[src/rtl/rr_onehot_sel_arbiter.sv]
// Round-robin arbiter driving a 4-input one-hot-select bit mux.
// Registered one-hot grant with a per-owner hold limit; muxed data bit is combinational.

module rr_onehot_sel_lane (
  input  logic sel_bit,
  input  logic in_bit,
  output logic out_bit
);
  assign out_bit = sel_bit & in_bit;
endmodule

module rr_onehot_sel_arbiter #(
  parameter  int MAX_HOLD = 8,
  localparam int CW       = $clog2(MAX_HOLD + 1)
) (
  input  logic          clk,
  input  logic          reset_n,
  input  logic [3:0]    req,
  input  logic [3:0]    in,
  output logic [3:0]    sel,
  output logic          gnt_valid,
  output logic          out,
  output logic [CW-1:0] hold_cnt
);
  localparam int NUM_LANES = 4;

  typedef enum logic {IDLE, GRANT} state_e;

  state_e         state_q, state_d;
  logic [3:0]     sel_q, sel_d;
  logic           gnt_valid_q, gnt_valid_d;
  logic [CW-1:0]  hold_cnt_q, hold_cnt_d;
  logic [1:0]     last_q, last_d;

  logic           release_c;
  logic [3:0]     others_c;
  logic [1:0]     winner_c;
  logic [NUM_LANES-1:0] lane_out;

  // First set bit scanning base+1, base+2, ... wrapping; base itself is checked last.
  function automatic logic [1:0] rr_pick(input logic [3:0] r, input logic [1:0] base);
    logic [1:0] idx;
    logic       found;
    rr_pick = base;
    found   = 1'b0;
    for (int i = 1; i <= NUM_LANES; i++) begin
      idx = base + 2'(i);
      if (!found && r[idx]) begin
        rr_pick = idx;
        found   = 1'b1;
      end
    end
  endfunction

  always_comb begin
    state_d    = state_q;
    sel_d      = sel_q;
    hold_cnt_d = hold_cnt_q;
    last_d     = last_q;
    release_c  = 1'b0;
    others_c   = req & ~(4'b0001 << last_q);
    winner_c   = last_q;
    unique case (state_q)
      IDLE: begin
        if (|req) begin
          winner_c   = rr_pick(req, last_q);
          sel_d      = 4'b0001 << winner_c;
          hold_cnt_d = CW'(1);
          last_d     = winner_c;
          state_d    = GRANT;
        end
      end
      GRANT: begin
        // In GRANT the owner is always last_q.
        release_c = !req[last_q] || (hold_cnt_q == CW'(MAX_HOLD));
        if (!release_c) begin
          hold_cnt_d = hold_cnt_q + CW'(1);
        end else if (|others_c) begin
          winner_c   = rr_pick(others_c, last_q);
          sel_d      = 4'b0001 << winner_c;
          hold_cnt_d = CW'(1);
          last_d     = winner_c;
        end else if (req[last_q]) begin
          hold_cnt_d = CW'(1);
        end else begin
          sel_d      = 4'b0000;
          hold_cnt_d = '0;
          state_d    = IDLE;
        end
      end
      default: state_d = IDLE;
    endcase
    gnt_valid_d = |sel_d;
  end

  always_ff @(posedge clk or negedge reset_n) begin
    if (!reset_n) begin
      state_q     <= IDLE;
      sel_q       <= 4'b0000;
      gnt_valid_q <= 1'b0;
      hold_cnt_q  <= '0;
      last_q      <= 2'd3;
    end else begin
      state_q     <= state_d;
      sel_q       <= sel_d;
      gnt_valid_q <= gnt_valid_d;
      hold_cnt_q  <= hold_cnt_d;
      last_q      <= last_d;
    end
  end

  for (genvar g = 0; g < NUM_LANES; g++) begin : g_lane
    rr_onehot_sel_lane u_lane (
      .sel_bit (sel_q[g]),
      .in_bit  (in[g]),
      .out_bit (lane_out[g])
    );
  end

  assign sel       = sel_q;
  assign gnt_valid = gnt_valid_q;
  assign hold_cnt  = hold_cnt_q;
  assign out       = |lane_out;

endmodule
[config.mk]
export PLATFORM = sky130hd
export DESIGN_NAME = rr_onehot_sel_arbiter
export DESIGN_NICKNAME = d
export VERILOG_FILES = /design/src/rtl/rr_onehot_sel_arbiter.sv
export SDC_FILE = /design/constraint.sdc
export NUM_CORES = 1
export LEC_CHECK = 0
export ABC_CLOCK_PERIOD_IN_PS = 2400
export CAP_MARGIN = 20
export CORE_AREA = 2 2 49 62
export DETAILED_ROUTE_END_ITERATION = 16
export DIE_AREA = 0 0 51 64
export DONT_BUFFER_PORTS = 1
export PLACE_DENSITY_LB_ADDON = 0.25
export SYNTH_ARGS = -nofsm -noshare
export SYNTH_HDL_FRONTEND = slang
export SYNTH_SLANG_ARGS = --single-unit
[constraint.sdc]
create_clock -name clk -period 2.4 [get_ports clk]
set_input_delay 0.36 -clock clk [delete_from_list [all_inputs] [get_ports clk]]
set_output_delay 0.36 -clock clk [all_outputs]
set_load 0.1 [all_outputs]
---- After elaboration in Yosys (flattened, before gate mapping) ----
Index checks and enable logic that the tools add are counted.
storage, ports and cells
  flip-flop bits (word level) ............. 12
  bits in latches ......................... 0
  memory bits (writable) .................. 0
  bits in read-only memories .............. 0
  output and inout bits ................... 10
  logic and storage cells ................. 115
  memories ................................ 0
cells by class
  $add $sub $neg .......................... 4
  $mul .................................... 0
  divide/modulo/power cells ............... 0
  $lt $le $gt $ge ......................... 4
  eq/ne operators ......................... 4
  shift-type cells ........................ 3
  multiplexer cells ....................... 69
  bitwise operators ....................... 7
  reduce and logical (&&, ||, !) cells .... 19
operators by type and width
  operator                                               number
  two-way mux 1 bit                                      35
  two-way mux 2 bit                                      16
  two-way mux 4 bit                                      6
  binary-select mux 1 bit (select 2 bit)                 8
  one-hot mux 4 bit (2 select lines)                     2
  OR reduction 4 bit                                     4
  < comparator 2 x 3 -> 1 bit, second input constant     4
  << shifter 1 x 2 -> 4 bit, first input constant        3
  logical NOT 1 bit                                      7
  logical AND 1 bit                                      6
  adder 2 bit, second input constant                     2
  adder 4 x 1 -> 4 bit, second input constant            1
  bitwise AND 1 bit                                      4
  bitwise AND 4 bit                                      1
  == test 4 bit, second input constant                   1
  inequality test 2 x 1 -> 1 bit, second input constant  2
  NOT 4 bit                                              1
  one-hot mux 2 bit (2 select lines)                     1
  AND reduction 3 bit                                    1
  adder 2 x 1 -> 2 bit, second input constant            1
  inequality test 2 bit, second input constant           1
  one-hot mux 1 bit (2 select lines)                     1
  logical OR 1 bit                                       1
  NOT 1 bit                                              1

---- Logic depth before layout (Yosys ltp) ----
  depth after elaboration ................. 32
  mapped depth ............................ 8

---- Hierarchy ----
Synthesis repeated with hierarchy kept, for this count alone.
unflattened totals
  cells, all modules ...................... 132
  area, all modules ....................... 1177.4 um^2
by module, submodules not included
  module                 instances  cells an instance  area an instance (um^2)  seq. area each (um^2)
  rr_onehot_sel_arbiter  1          128                1152.4                   302.8
  rr_onehot_sel_lane     4          1                  6.3                      0.0

---- Least setup slack after synthesis ----
Ideal clock, no wire load.
  path kind ............................... flip-flop to flip-flop
  from .................................... register hold_cnt_q[0] (netlist: hold_cnt[0])
  to ...................................... register sel_q[0] (netlist: sel[0])
  library setup time ...................... 0.087 ns
  arrival time ............................ 2.044 ns
  data required time ...................... 2.313 ns
  setup slack ............................. 0.270 ns
  cell stages (with the launch flop) ...... 8
  buffers on the path ..................... 0
  cell sequence ........................... dfrtp_1 -> inv_1 -> ha_1 -> nand3b_1 -> nand2_2 -> and3_1 -> or3b_1 -> o211ai_1
between the ends
  word-level cells in the longest chain between the ends .. 4
RTL lines
  item                                line  RTL
  start, declared                     32    logic [CW-1:0] hold_cnt_q, hold_cnt_d;
  start signal, assigned              107   hold_cnt_q <= hold_cnt_d;
  == test 4 bit                       75    release_c = !req[last_q] || (hold_cnt_q == CW'(MAX_HOLD));
  logical OR 1 bit                    75
  two-way mux 4 bit                   76    if (!release_c) begin
  one-hot mux 4 bit (2 select lines)  63    unique case (state_q)
  net sel_d[0]                        30    logic [3:0] sel_q, sel_d;
  end signal, assigned                105   sel_q <= sel_d;
  end, declared                       30
The timed path passes the listed nets, and every way through them passes these cells.
A chain may end at the register's enable or synchronous reset.

---- Final worst setup path ----
  from .................................... register last_q[0]
  to ...................................... register sel_q[0] (netlist: sel[0])
between the ends
  word-level cells in the longest chain between the ends .. 31
RTL lines
  item                                                           line  RTL
  start, declared                                                33    logic [1:0] last_q, last_d;
  start signal, assigned                                         108   last_q <= last_d;
  branches (longest 30 deep; another with adder 2 x 1 -> 2 bit)  --
  one-hot mux 4 bit (2 select lines) (*)                         63
  net sel_d[0]                                                   30
Mark *: on every way through the listed nets, which the timed path passes. The select of a mux whose other input is x is not followed.

==> results.yml <==
outcome:
  status: "completed"
clock_tree:
  clkLatencyLatePin_ps: 280
  cts_tree: "yes"
  htreeDepth: 1
  cts-buffers-inserted: 3
  clkSinkCount: 12
  clk_path_buf_depth: 2
  root_buffer: "clkbuf_4"
  clk_pin_slew_ps: 90
floorplanning:
  core_um2: 2654
  num_io_pins: 20
  die_height_um: 64
  start_util_pct: 41.49
  die_area_um2: 3264
  rows: 21
  die_w_um: 51
synthesis:
  synthesis.instances: 119
  postSynth.asyncResetShare_pct: 100.0
  synth_edf_count: 0
  ys_ff_latch: 12
  syn_area_per_cell_um2: 9.253
  ys_types: 43
  syn_nets: 135
  netlist_area_um2: 1101
  seq_area_frac_synth_pct: 27.50
  yosys_warnings: 0
  ys.flop_type: "dfrtp_1"
final_layout:
  register_area_um2: 302.8
  antenna-diode-count: 0
  design_area_um2: 1262
  fill_cells: 261
  multiInputGateArea_um2: 735.7
  layout.nets: 150
  drive_gt1_share_pct: 24.81
  utilization_pct: 47.57
  area_delta_synth_final_pct: 14.66
timing:
  finalHoldViolCount: 0
  fin_skew_ps: 8.904
  fin_crit_sh_pct: 93.62
  setup_viol: 0
  tns_ps: 0
  rsz0062_at_grt: "false"
  fin_ws_ps: 153.1
  final.min_clock_period_ps: 2247
  fmax_mhz: 445.1
  worst_pin_slew_ps: 860.4
  relSlewSlack_pct: 42.68
  drv_slew: 0
setup_path:
  endpoint_kind: "register"
  required_ps: 2550
  worst-setup-path-type: "register to register"
  startpoint_type: "register"
  cp_data_arrival_time_ps: 2390
  critical_path.max_fanout: 8
placed_design:
  hpwl_um: 1890
  io_buffers: 0
  detailed_place.area_um2: 1181
  place_ws_ps: 160.8
  gp_congestion: 0.8771
global_routing:
  grt_pass1_vias: 942
  grt_antenna_before_repair: 0
  grt_overflow_total: 0
  grt_pass1_wl_um: 4091
  grt_max_degree: 15
  grt_use_total_pct: 16.10
flow_run:
  maxCapViolations: 0
worst_hold_path:
  min_path_type: "primary input to async pin"
drt:
  drt_iter0_drc: 22
  ant_nets: 0
  via_count: 952
  finalWirelength_um: 2409
  vias_per_cell: 5.701
  wire_per_inst_um: 14.43
  drc: 0
  dr.pass1.iters: 4
cell usage in the layout (no fill, tap or decap), types with 2 or more instances in the layout:
cell type,Yosys,layout
o211ai_1,5,5
xnor2_1,4,4
a211oi_1,4,3
a22o_1,2,2
mux4_2,3,3
o21bai_1,2,2
nand3_1,2,2
a21oi_1,3,3
or4_1,2,2
o21ai_0,8,8
a22oi_1,2,2
nand4_1,2,2
o221ai_1,2,2
clkbuf_4,0,3
nor2_1,5,5
ha_1,6,6
nor4_1,2,2
mux2_2,2,2
dfstp_2,2,2
nand2b_1,8,8
nor2b_1,6,6
dfrtp_1,10,10
inv_1,3,3
nand2_1,8,8
mux2i_1,3,3
buf_4,5,16
repair_timing:
item,CTS,global route
buffers inserted,0,4
setup endpoints to repair,0,2
gates resized for setup,0,1
hold endpoints to repair,12,0
hold buffers,1,0
registers in the layout, indices dropped and copies added (netlist names):
register   count
state_q        1
gnt_valid      1
sel            4
hold_cnt       4
last_q         2
synth_stat cells, types with 2 or more instances:
cell	count	area, um2
mux4_2	3	67.56
ha_1	6	75.07
nor2_1	5	18.77
o21ai_0	8	40.04
a22oi_1	2	15.01
nand3_1	2	10.01
a21oi_1	3	15.01
xnor2_1	4	35.03
o211ai_1	5	37.54
inv_1	3	11.26
mux2_2	2	22.52
nand4_1	2	12.51
a211oi_1	4	30.03
a22o_1	2	17.52
mux2i_1	3	30.03
dfrtp_1	10	250.2
or4_1	2	15.01
o221ai_1	2	17.52
nor2b_1	6	37.54
nand2b_1	8	50.05
nand2_1	8	30.03
dfstp_2	2	52.55
nor4_1	2	12.51
o21bai_1	2	15.01
buf_4	5	37.54
per-layer routing:
layer	track usage, %	share of wire [%]	routed length [um]	vias to the layer above
met4	8.784	2.7	65	0
met5	0	0	0	-
met3	2.570	3.2	78	6
li1	-	-	-	480
met1	20.85	47	1127	443
met2	25.16	47	1137	23
critical path, stage by stage (launching register included):
cell	delay, ps
dfstp_2	650
buf_4	160
ha_1	180
nor2b_1	60
mux4_2	470
a21oi_1	290
xnor2_1	190
o211ai_1	120
cell families after synthesis:
logic type / Yosys count / share of synthesized area, %
xor+xnor: 4 / 3.181
mux: 9 / 13.30
simple gates: 42 / 21.25
buf+inv: 11 / 6.136
flops: 12 / 27.50
compound gates: 35 / 21.82
fa+ha+maj: 6 / 6.818
layout make-up:
type | instances | share of cell area, %
sequential | 12 | 23.98
multi-input combinational | 96 | 58.28
tap | 34 | 3.370
inverter | 4 | 1.189
clock buffer | 4 | 2.874
timing repair buffer | 17 | 10.31
final timing paths:
kind | cells past startpoint | to | from | slack (ps)
max | 7 | sel[0] | last_q[0] | 150
min | 1 | hold_cnt[2] | reset_n | 500
max reg2reg | 7 | sel[0] | last_q[0] | 150
min reg2reg | 2 | sel[1] | sel[1] | 560
max in group asynchronous | 1 | last_q[1] | reset_n | 1520
min in group clk | 4 | state_q | req[3] | 510
through the flow:
step           std cells  hold WS [ps]
6_report             167         499.1
5_1_grt              167         540.7
4_1_cts              163         510.1
3_5_place_dp         158         64.69
3_3_place_gp         158         64.67
2_1_floorplan        119         64.41
Power is not shown: default switching activity piles up to over one toggle a cycle in this logic, so the estimate is an artifact.
